File: src/rtl/planta_pkg.sv
// Shared definitions for the bottling-line plant emulator: FSM states,
// default timing constants and verdict LFSR constants.
package planta_pkg;

    typedef enum logic [3:0] {
        IDLE,
        TRANSPORTE,
        POSICIONADA,
        ENCHENDO,
        CHEIA,
        INSPECAO,
        RESULTADO,
        DESCARTE,
        FIM
    } estado_t;

    localparam int T_TRANSPORTE_DEF    = 8;
    localparam int T_ENCHER_DEF        = 5;
    localparam int T_INSPECAO_DEF      = 3;
    localparam int T_DESCARTE_MAX_DEF  = 15;
    localparam int RECARGA_PERIODO_DEF = 4;
    localparam int RECARGA_QTD_DEF     = 10;

    localparam logic [7:0] PADRAO_QUALIDADE_DEF = 8'b1110_1101;

    // x^8+x^6+x^5+x^4+1 expressed as the register bits feeding the XOR
    localparam logic [7:0] LFSR_SEED = 8'hA5;
    localparam logic [7:0] LFSR_TAPS = 8'hB8;

    // Bits needed for a counter that runs 0..n-1 (at least one bit)
    function automatic int largura(input int n);
        return (n <= 2) ? 1 : $clog2(n);
    endfunction

    function automatic logic [7:0] lfsr_avanca(input logic [7:0] q);
        return {q[6:0], ^(q & LFSR_TAPS)};
    endfunction

endpackage

File: src/rtl/planta_engarrafamento_if.sv
// Sensor/actuator bundle between the line controller (master) and the
// plant emulator (slave).
interface planta_engarrafamento_if;

    logic       habilitar;
    logic       motor;
    logic       led_enchendo;
    logic       led_descartou;
    logic       led_erro;

    logic       start;
    logic       garrafa;
    logic       sensorev;
    logic       aprovada;
    logic       reprovada;
    logic       incrementar;
    logic [7:0] contador_garrafas;
    logic       falha_descarte;

    modport slave (
        input  habilitar, motor, led_enchendo, led_descartou, led_erro,
        output start, garrafa, sensorev, aprovada, reprovada, incrementar,
               contador_garrafas, falha_descarte
    );

    modport master (
        output habilitar, motor, led_enchendo, led_descartou, led_erro,
        input  start, garrafa, sensorev, aprovada, reprovada, incrementar,
               contador_garrafas, falha_descarte
    );

endinterface

File: src/rtl/recarga_rolhas.sv
// Cork refill engine: on each rising edge of led_erro, emits up to QTD
// one-cycle incrementar pulses spaced PERIODO cycles apart.
module recarga_rolhas
    import planta_pkg::*;
#(
    parameter int PERIODO = RECARGA_PERIODO_DEF,
    parameter int QTD     = RECARGA_QTD_DEF
) (
    input  logic clk,
    input  logic reset,
    input  logic led_erro,
    output logic incrementar
);

    localparam int PER_W = largura(PERIODO);
    localparam int QTD_W = largura(QTD);
    localparam logic [PER_W-1:0] PER_FIM = PER_W'(PERIODO - 1);
    localparam logic [QTD_W-1:0] QTD_FIM = QTD_W'(QTD - 1);

    logic             erro_d;
    logic             ativo;
    logic [PER_W-1:0] per;
    logic [QTD_W-1:0] qtd;

    always_ff @(posedge clk or negedge reset) begin
        if (!reset) begin
            erro_d      <= 1'b0;
            ativo       <= 1'b0;
            per         <= '0;
            qtd         <= '0;
            incrementar <= 1'b0;
        end else begin
            erro_d      <= led_erro;
            incrementar <= 1'b0;
            // A fresh rising edge always restarts with a full budget
            if (led_erro && !erro_d) begin
                ativo <= 1'b1;
                per   <= '0;
                qtd   <= '0;
            end else if (ativo) begin
                if (!led_erro) begin
                    ativo <= 1'b0;
                end else if (per == PER_FIM) begin
                    per         <= '0;
                    incrementar <= 1'b1;
                    if (qtd == QTD_FIM) begin
                        ativo <= 1'b0;
                    end else begin
                        qtd <= qtd + 1'b1;
                    end
                end else begin
                    per <= per + 1'b1;
                end
            end
        end
    end

endmodule

File: src/rtl/planta_engarrafamento.sv
// Bottling-line plant emulator: answers the controller's actuators with
// bottle, level, verdict and refill signals. Define PLANTA_ALEATORIO_EN for LFSR verdicts.
module planta_engarrafamento
    import planta_pkg::*;
#(
    parameter int         T_TRANSPORTE     = T_TRANSPORTE_DEF,
    parameter int         T_ENCHER         = T_ENCHER_DEF,
    parameter int         T_INSPECAO       = T_INSPECAO_DEF,
    parameter int         T_DESCARTE_MAX   = T_DESCARTE_MAX_DEF,
    parameter logic [7:0] PADRAO_QUALIDADE = PADRAO_QUALIDADE_DEF,
    parameter int         RECARGA_PERIODO  = RECARGA_PERIODO_DEF,
    parameter int         RECARGA_QTD      = RECARGA_QTD_DEF
) (
    input logic                     clk,
    input logic                     reset,
    planta_engarrafamento_if.slave  bus
);

    localparam int POS_W   = largura(T_TRANSPORTE);
    localparam int NIVEL_W = largura(T_ENCHER);
    localparam int INSP_W  = largura(T_INSPECAO);
    localparam int DESC_W  = largura(T_DESCARTE_MAX);

    localparam logic [POS_W-1:0]   POS_FIM   = POS_W'(T_TRANSPORTE - 1);
    localparam logic [NIVEL_W-1:0] NIVEL_FIM = NIVEL_W'(T_ENCHER - 1);
    localparam logic [INSP_W-1:0]  INSP_FIM  = INSP_W'(T_INSPECAO - 1);
    localparam logic [DESC_W-1:0]  DESC_FIM  = DESC_W'(T_DESCARTE_MAX - 1);

`ifdef PLANTA_ALEATORIO_EN
    localparam logic [7:0] PADRAO_INICIAL = LFSR_SEED;

    function automatic logic [7:0] proximo_padrao(input logic [7:0] p);
        return lfsr_avanca(p);
    endfunction
`else
    localparam logic [7:0] PADRAO_INICIAL = PADRAO_QUALIDADE;

    function automatic logic [7:0] proximo_padrao(input logic [7:0] p);
        return {p[0], p[7:1]};
    endfunction
`endif

    estado_t              estado, estado_n;
    logic [POS_W-1:0]     pos, pos_n;
    logic [NIVEL_W-1:0]   nivel, nivel_n;
    logic [INSP_W-1:0]    insp, insp_n;
    logic [DESC_W-1:0]    desc, desc_n;
    logic [7:0]           padrao, padrao_n;
    logic [7:0]           contador, contador_n;
    logic                 start_r, start_n;
    logic                 garrafa_r, garrafa_n;
    logic                 sensorev_r, sensorev_n;
    logic                 aprovada_r, aprovada_n;
    logic                 reprovada_r, reprovada_n;
    logic                 falha_r, falha_n;
    logic                 incrementar;

    always_ff @(posedge clk or negedge reset) begin
        if (!reset) begin
            estado      <= IDLE;
            pos         <= '0;
            nivel       <= '0;
            insp        <= '0;
            desc        <= '0;
            padrao      <= PADRAO_INICIAL;
            contador    <= '0;
            start_r     <= 1'b0;
            garrafa_r   <= 1'b0;
            sensorev_r  <= 1'b0;
            aprovada_r  <= 1'b0;
            reprovada_r <= 1'b0;
            falha_r     <= 1'b0;
        end else begin
            estado      <= estado_n;
            pos         <= pos_n;
            nivel       <= nivel_n;
            insp        <= insp_n;
            desc        <= desc_n;
            padrao      <= padrao_n;
            contador    <= contador_n;
            start_r     <= start_n;
            garrafa_r   <= garrafa_n;
            sensorev_r  <= sensorev_n;
            aprovada_r  <= aprovada_n;
            reprovada_r <= reprovada_n;
            falha_r     <= falha_n;
        end
    end

    always_comb begin
        estado_n    = estado;
        pos_n       = pos;
        nivel_n     = nivel;
        insp_n      = insp;
        desc_n      = desc;
        padrao_n    = padrao;
        contador_n  = contador;
        start_n     = 1'b0;
        garrafa_n   = garrafa_r;
        sensorev_n  = sensorev_r;
        aprovada_n  = 1'b0;
        reprovada_n = 1'b0;
        falha_n     = falha_r;

        case (estado)
            IDLE: begin
                if (bus.habilitar) begin
                    start_n  = 1'b1;
                    estado_n = TRANSPORTE;
                end
            end
            TRANSPORTE: begin
                if (bus.motor) begin
                    if (pos == POS_FIM) begin
                        pos_n     = '0;
                        garrafa_n = 1'b1;
                        estado_n  = POSICIONADA;
                    end else begin
                        pos_n = pos + 1'b1;
                    end
                end
            end
            // The cycle that opens the valve already counts as filling
            POSICIONADA: begin
                if (bus.led_enchendo) begin
                    if (T_ENCHER == 1) begin
                        sensorev_n = 1'b1;
                        estado_n   = CHEIA;
                    end else begin
                        nivel_n  = NIVEL_W'(1);
                        estado_n = ENCHENDO;
                    end
                end
            end
            ENCHENDO: begin
                if (bus.led_enchendo) begin
                    if (nivel == NIVEL_FIM) begin
                        nivel_n    = '0;
                        sensorev_n = 1'b1;
                        estado_n   = CHEIA;
                    end else begin
                        nivel_n = nivel + 1'b1;
                    end
                end
            end
            CHEIA: begin
                if (bus.motor) begin
                    garrafa_n  = 1'b0;
                    sensorev_n = 1'b0;
                    estado_n   = INSPECAO;
                end
            end
            // Verdict is registered here so the pulse coincides with RESULTADO
            INSPECAO: begin
                if (insp == INSP_FIM) begin
                    insp_n      = '0;
                    aprovada_n  = padrao[0];
                    reprovada_n = ~padrao[0];
                    estado_n    = RESULTADO;
                end else begin
                    insp_n = insp + 1'b1;
                end
            end
            RESULTADO: begin
                padrao_n = proximo_padrao(padrao);
                if (aprovada_r) begin
                    contador_n = contador + 8'd1;
                    estado_n   = FIM;
                end else begin
                    estado_n = DESCARTE;
                end
            end
            DESCARTE: begin
                if (bus.led_descartou) begin
                    desc_n   = '0;
                    estado_n = FIM;
                end else if (desc == DESC_FIM) begin
                    desc_n   = '0;
                    falha_n  = 1'b1;
                    estado_n = FIM;
                end else begin
                    desc_n = desc + 1'b1;
                end
            end
            FIM: begin
                estado_n = bus.habilitar ? TRANSPORTE : IDLE;
            end
            default: begin
                estado_n = IDLE;
            end
        endcase
    end

    recarga_rolhas #(
        .PERIODO (RECARGA_PERIODO),
        .QTD     (RECARGA_QTD)
    ) u_recarga (
        .clk         (clk),
        .reset       (reset),
        .led_erro    (bus.led_erro),
        .incrementar (incrementar)
    );

    assign bus.start             = start_r;
    assign bus.garrafa           = garrafa_r;
    assign bus.sensorev          = sensorev_r;
    assign bus.aprovada          = aprovada_r;
    assign bus.reprovada         = reprovada_r;
    assign bus.incrementar       = incrementar;
    assign bus.contador_garrafas = contador;
    assign bus.falha_descarte    = falha_r;

endmodule

File: src/flat_wrapper.sv
// flat-port wrapper written by rule: the top's interface ports become plain ports
module planta_engarrafamento_flat import planta_pkg::*;
#(
    parameter int         T_TRANSPORTE     = T_TRANSPORTE_DEF,
    parameter int         T_ENCHER         = T_ENCHER_DEF,
    parameter int         T_INSPECAO       = T_INSPECAO_DEF,
    parameter int         T_DESCARTE_MAX   = T_DESCARTE_MAX_DEF,
    parameter logic [7:0] PADRAO_QUALIDADE = PADRAO_QUALIDADE_DEF,
    parameter int         RECARGA_PERIODO  = RECARGA_PERIODO_DEF,
    parameter int         RECARGA_QTD      = RECARGA_QTD_DEF
)
  (clk, reset, bus_habilitar, bus_motor, bus_led_enchendo, bus_led_descartou, bus_led_erro, bus_start, bus_garrafa, bus_sensorev, bus_aprovada, bus_reprovada, bus_incrementar, bus_contador_garrafas, bus_falha_descarte);
  planta_engarrafamento_if bus_i ();
  input logic clk;
  input logic reset;
  input wire logic [$bits(bus_i.habilitar)-1:0] bus_habilitar;
  input wire logic [$bits(bus_i.motor)-1:0] bus_motor;
  input wire logic [$bits(bus_i.led_enchendo)-1:0] bus_led_enchendo;
  input wire logic [$bits(bus_i.led_descartou)-1:0] bus_led_descartou;
  input wire logic [$bits(bus_i.led_erro)-1:0] bus_led_erro;
  output wire logic [$bits(bus_i.start)-1:0] bus_start;
  output wire logic [$bits(bus_i.garrafa)-1:0] bus_garrafa;
  output wire logic [$bits(bus_i.sensorev)-1:0] bus_sensorev;
  output wire logic [$bits(bus_i.aprovada)-1:0] bus_aprovada;
  output wire logic [$bits(bus_i.reprovada)-1:0] bus_reprovada;
  output wire logic [$bits(bus_i.incrementar)-1:0] bus_incrementar;
  output wire logic [$bits(bus_i.contador_garrafas)-1:0] bus_contador_garrafas;
  output wire logic [$bits(bus_i.falha_descarte)-1:0] bus_falha_descarte;
  assign bus_i.habilitar = bus_habilitar;
  assign bus_i.motor = bus_motor;
  assign bus_i.led_enchendo = bus_led_enchendo;
  assign bus_i.led_descartou = bus_led_descartou;
  assign bus_i.led_erro = bus_led_erro;
  assign bus_start = bus_i.start;
  assign bus_garrafa = bus_i.garrafa;
  assign bus_sensorev = bus_i.sensorev;
  assign bus_aprovada = bus_i.aprovada;
  assign bus_reprovada = bus_i.reprovada;
  assign bus_incrementar = bus_i.incrementar;
  assign bus_contador_garrafas = bus_i.contador_garrafas;
  assign bus_falha_descarte = bus_i.falha_descarte;
  planta_engarrafamento #(.T_TRANSPORTE(T_TRANSPORTE), .T_ENCHER(T_ENCHER), .T_INSPECAO(T_INSPECAO), .T_DESCARTE_MAX(T_DESCARTE_MAX), .PADRAO_QUALIDADE(PADRAO_QUALIDADE), .RECARGA_PERIODO(RECARGA_PERIODO), .RECARGA_QTD(RECARGA_QTD)) u_core (.clk(clk), .reset(reset), .bus(bus_i));
endmodule
File: config.mk
export PLATFORM = sky130hd
export DESIGN_NAME = planta_engarrafamento_flat
export DESIGN_NICKNAME = d
export VERILOG_FILES = /design/src/rtl/planta_pkg.sv /design/src/rtl/planta_engarrafamento_if.sv /design/src/rtl/recarga_rolhas.sv /design/src/rtl/planta_engarrafamento.sv /design/src/flat_wrapper.sv
export SDC_FILE = /design/constraint.sdc
export NUM_CORES = 1
export LEC_CHECK = 0
export BUFFER_PORTS_ARGS = -buffer_cell sky130_fd_sc_hd__buf_2
export CORE_UTILIZATION = 40
export CTS_CLUSTER_SIZE = 28
export DETAILED_ROUTE_END_ITERATION = 8
export SYNTH_ARGS = -nofsm -noshare
export SYNTH_HDL_FRONTEND = slang
export SYNTH_SLANG_ARGS = --single-unit
File: constraint.sdc
create_clock -name clk -period 5 [get_ports clk]
set_input_delay 0.75 -clock clk [delete_from_list [all_inputs] [get_ports clk]]
set_output_delay 0.75 -clock clk [all_outputs]
set_load 0.03 [all_outputs]
==> metrics.cfg <==
[pwr]
p_leak_nw = 1.23
power-per-cell-area_nw_per_um2 = 471
total_power_mw = 1.19
peakVddDrop_uv = 182

[synthesis]
postSynthCellCount = 201
synth_cell_type_count = 40
synth_seq_area_share_pct = 52.5
syn-cell-area_um2 = 2250
postSynth.asyncResetShare_pct = 100
synth.yosys.warnings = 0
syn_avg_cell_area_um2 = 11.2
synth.ff_latch_count = 47
synth_simple_gate_area_share_pct = 16.1
number_of_flops_mapped_to_enable_cells_by_yosys = 0
area_fraction_in_compound_gates_after_synthesis_pct = 12.2
synth_mux_area_share_pct = 6.33
synthesis.nets = 218
yosys.area_share.xor_xnor_pct = 3.88
synth_adder_area_share_pct = 5.55
synth_top_family_by_area = simple AND/OR/NAND/NOR gates
synth_top_flop_cell = sky130_fd_sc_hd__dfrtp_1

[job]
maxCapViolCount = 0

[global_route]
grt_max_degree = 48
grt_antenna_before_repair = 0
grt_pass1_wl_um = 6470
grt_overflow_total = 0
global_route.usage.total_pct = 14.1
grt_pass1_vias = 1373

[clock_tree]
ctsRootBufferMaster = sky130_fd_sc_hd__clkbuf_8
post_cts.repair.setup_buffers = 0
clock-sinks = 47
tritoncts_clock_tree = built
ctsHoldBuffers = 0
clk_transition_reported_paths_ps = 90
ctsHtreeMaxLevel = 2
number_of_cts_inserted_buffers = 5
clk-insertion-delay-late_ps = 300
cts_resized = 0
cts-root-to-sink-buffers = 2

[drt]
drt_iter0_markers = 73
drc_errors = 0
post_drt_via_cell_ratio = 5.05
via_count = 1490
drt_pre_antenna_iters = 4
wl_per_cell_um = 12.4
routed_wirelength_um = 3660
post_route_antenna_net_violation_count = 0

[layout]
design_area_um2 = 2530
layout.cells.non_filler = 295
proportion_of_layout_cells_with_a_drive_suffix_above_1_pct = 24.0
fillCellCount = 493
num-nets-final = 241
area_overhead_vs_synth_pct = 12.2
insertedDiodeCount = 0

[die]
chipHeight_um = 77.1
floorplan.die_area_um2 = 5940
core.rowCount = 26
core_um2 = 5270
die_width_um = 77.1
number_of_ports_placed_on_the_die_boundary = 22
start_util_pct = 42.8

[worst_setup_path]
setup.worst_path.end_class = flop
start_to_end_type_of_the_worst_setup_path = reg -> reg
path_buf_inv = 0
timing.critical_path.slowest_stage_cell = sky130_fd_sc_hd__dfrtp_1
worstSetupStartpointType = flop
timing.critical_path.cells = and2b_4 -> a32oi_2 -> o2111ai_2 -> a31o_4 -> o41ai_2
worst_ep_required_time_ps = 5210
cp.arrival_ps = 2130
worst_path_largest_cell_delay_ps = 650
critical_register_to_register_path_startpoint = u_core.estado[1]
worst_setup_path_startpoint = u_core.estado[1]
critical-path-top-delay-family = compound AO/OA/AOI/OAI gates
worst-path-max-fanout = 14

[sta]
setup_tns_ps = 0
finalClockSkew_ps = 8.30
worst_slew_pin_tran_ps = 1040
layout_min_cycle_time_ps = 1920
grt_setup_unrepaired = no
finalHoldViolations = 0
relSlewSlack_pct = 31.0
timing.final.crit_share_pct = 38.4
setup_viol = 0
final_max_slew_viol_count = 0
fmaxAchievable_ghz = 0.521

[placed_design]
post-place-cells = 287
dp.final_hpwl_um = 2490
globalplace.congestion = 0.782
place.port_buffers = 21
dpl_cell_area_um2 = 2410

[min_path]
holdCritStartpoint = u_core.bus.falha_descarte
worstHoldPathType = reg -> reg

[status]
run_status = finished, final reports clean

[power breakdown]
group / switching, mW / internal, mW / leakage (nW)
Sequential: 0.0930 / 0.454 / 0.606
Clock: 0.127 / 0.162 / 0.0612
Combinational: 0.190 / 0.164 / 0.565
[worst reg2reg max path, stage by stage, from the launching register on]
cell	delay (ps)
sky130_fd_sc_hd__dfrtp_1	650
sky130_fd_sc_hd__and2b_4	270
sky130_fd_sc_hd__a32oi_2	170
sky130_fd_sc_hd__o2111ai_2	160
sky130_fd_sc_hd__a31o_4	270
sky130_fd_sc_hd__o41ai_2	300
[placed cells by master, fill, tap and decap left out, types with 8 or more instances in the layout]
master and instances:
sky130_fd_sc_hd__dfrtp_1 41, sky130_fd_sc_hd__buf_2 21, sky130_fd_sc_hd__nand2_1 18, sky130_fd_sc_hd__nor2_1 14
sky130_fd_sc_hd__o21ai_0 14, sky130_fd_sc_hd__nand3_1 12, sky130_fd_sc_hd__inv_1 11, sky130_fd_sc_hd__mux2_2 10
sky130_fd_sc_hd__ha_1 10, sky130_fd_sc_hd__xnor2_1 8
[sequential cells by signal, summed over array words and instances (netlist names)]
register / count
u_core.bus.contador_garrafas: 8
u_core.padrao: 8
u_core.nivel: 3
u_core.bus.aprovada: 1
u_core.pos: 3
u_core.insp: 2
u_core.bus.start: 1
u_core.bus.garrafa: 1
u_core.u_recarga.qtd: 4
u_core.desc: 4
u_core.u_recarga.per: 2
u_core.bus.sensorev: 1
u_core.u_recarga.incrementar: 1
u_core.u_recarga.ativo: 1
u_core.estado: 4
u_core.u_recarga.erro_d: 1
u_core.bus.falha_descarte: 1
u_core.bus.reprovada: 1
[per-layer routing]
metal | wire (um) | share of wire [%] | global-route usage (%) | vias to the layer above
met5 | 0 | 0 | 0 | -
met3 | 115 | 3.1 | 4.76 | 5
li1 | - | - | - | 752
met4 | 63 | 1.7 | 6.23 | 0
met2 | 1620 | 44 | 19.8 | 20
met1 | 1850 | 51 | 19.5 | 713
[layout make-up]
| type | count | area [um2] | area share, % |
|---|---|---|---|
| clock inverter | 2 | 35.0 | 1.39 |
| multi-input combinational | 138 | 993 | 39.3 |
| sequential | 47 | 1180 | 46.8 |
| clock buffer | 6 | 82.6 | 3.27 |
| tap | 70 | 87.6 | 3.46 |
| timing repair buffer | 21 | 105 | 4.16 |
| inverter | 11 | 41.3 | 1.63 |
[cells by family after synthesis]
group | count (synthesis)
buf+inv | 16
compound gates | 36
fa+ha+maj | 10
mux | 13
xor+xnor | 10
flops | 47
simple gates | 69
[synth_stat cells (all sizes together) (2+ instances only)]
cell type  number  area, um2
a21o            3       22.5
a21oi           5       25.0
a31oi           2       12.5
and3            2       12.5
buf             5       36.3
dfrtp          41       1030
dfstp           6        158
ha             10        125
inv            11       41.3
mux2           10        113
mux2i           3       30.0
nand2          18       67.6
nand2b          3       18.8
nand3          12       60.1
nand4           5       31.3
nor2           14       52.6
nor2b           5       31.3
nor3            4       20.0
o21ai          14       70.1
o41ai           2       32.5
xnor2           8       70.1
xor2            2       17.5
[per-stage QoR]
| stage | utilization [%] | hold slack, ps | setup slack (ps) |
|---|---|---|---|
| finish | 48.0 | 477 | 3080 |
| global route | 48.0 | 509 | 2940 |
| CTS | 48.0 | 482 | 3080 |
| detailed placement | 45.8 | 463 | 3020 |
| global placement | 45.8 | 458 | 3050 |
| floorplan | - | 449 | 3230 |
[worst paths after layout]
path                       depth (start not counted)                        end  slack [ps]
min reg2reg                                        1  u_core.bus.falha_descarte         480
max                                                5           u_core.estado[2]        3080
min in group asynchronous                          1    u_core.u_recarga.qtd[1]         620
min                                                1  u_core.bus.falha_descarte         480
max reg2reg                                        5           u_core.estado[2]        3080
max in group asynchronous                          1        u_core.bus.aprovada        3730
Note: power is estimated with default switching activity, not from simulation.
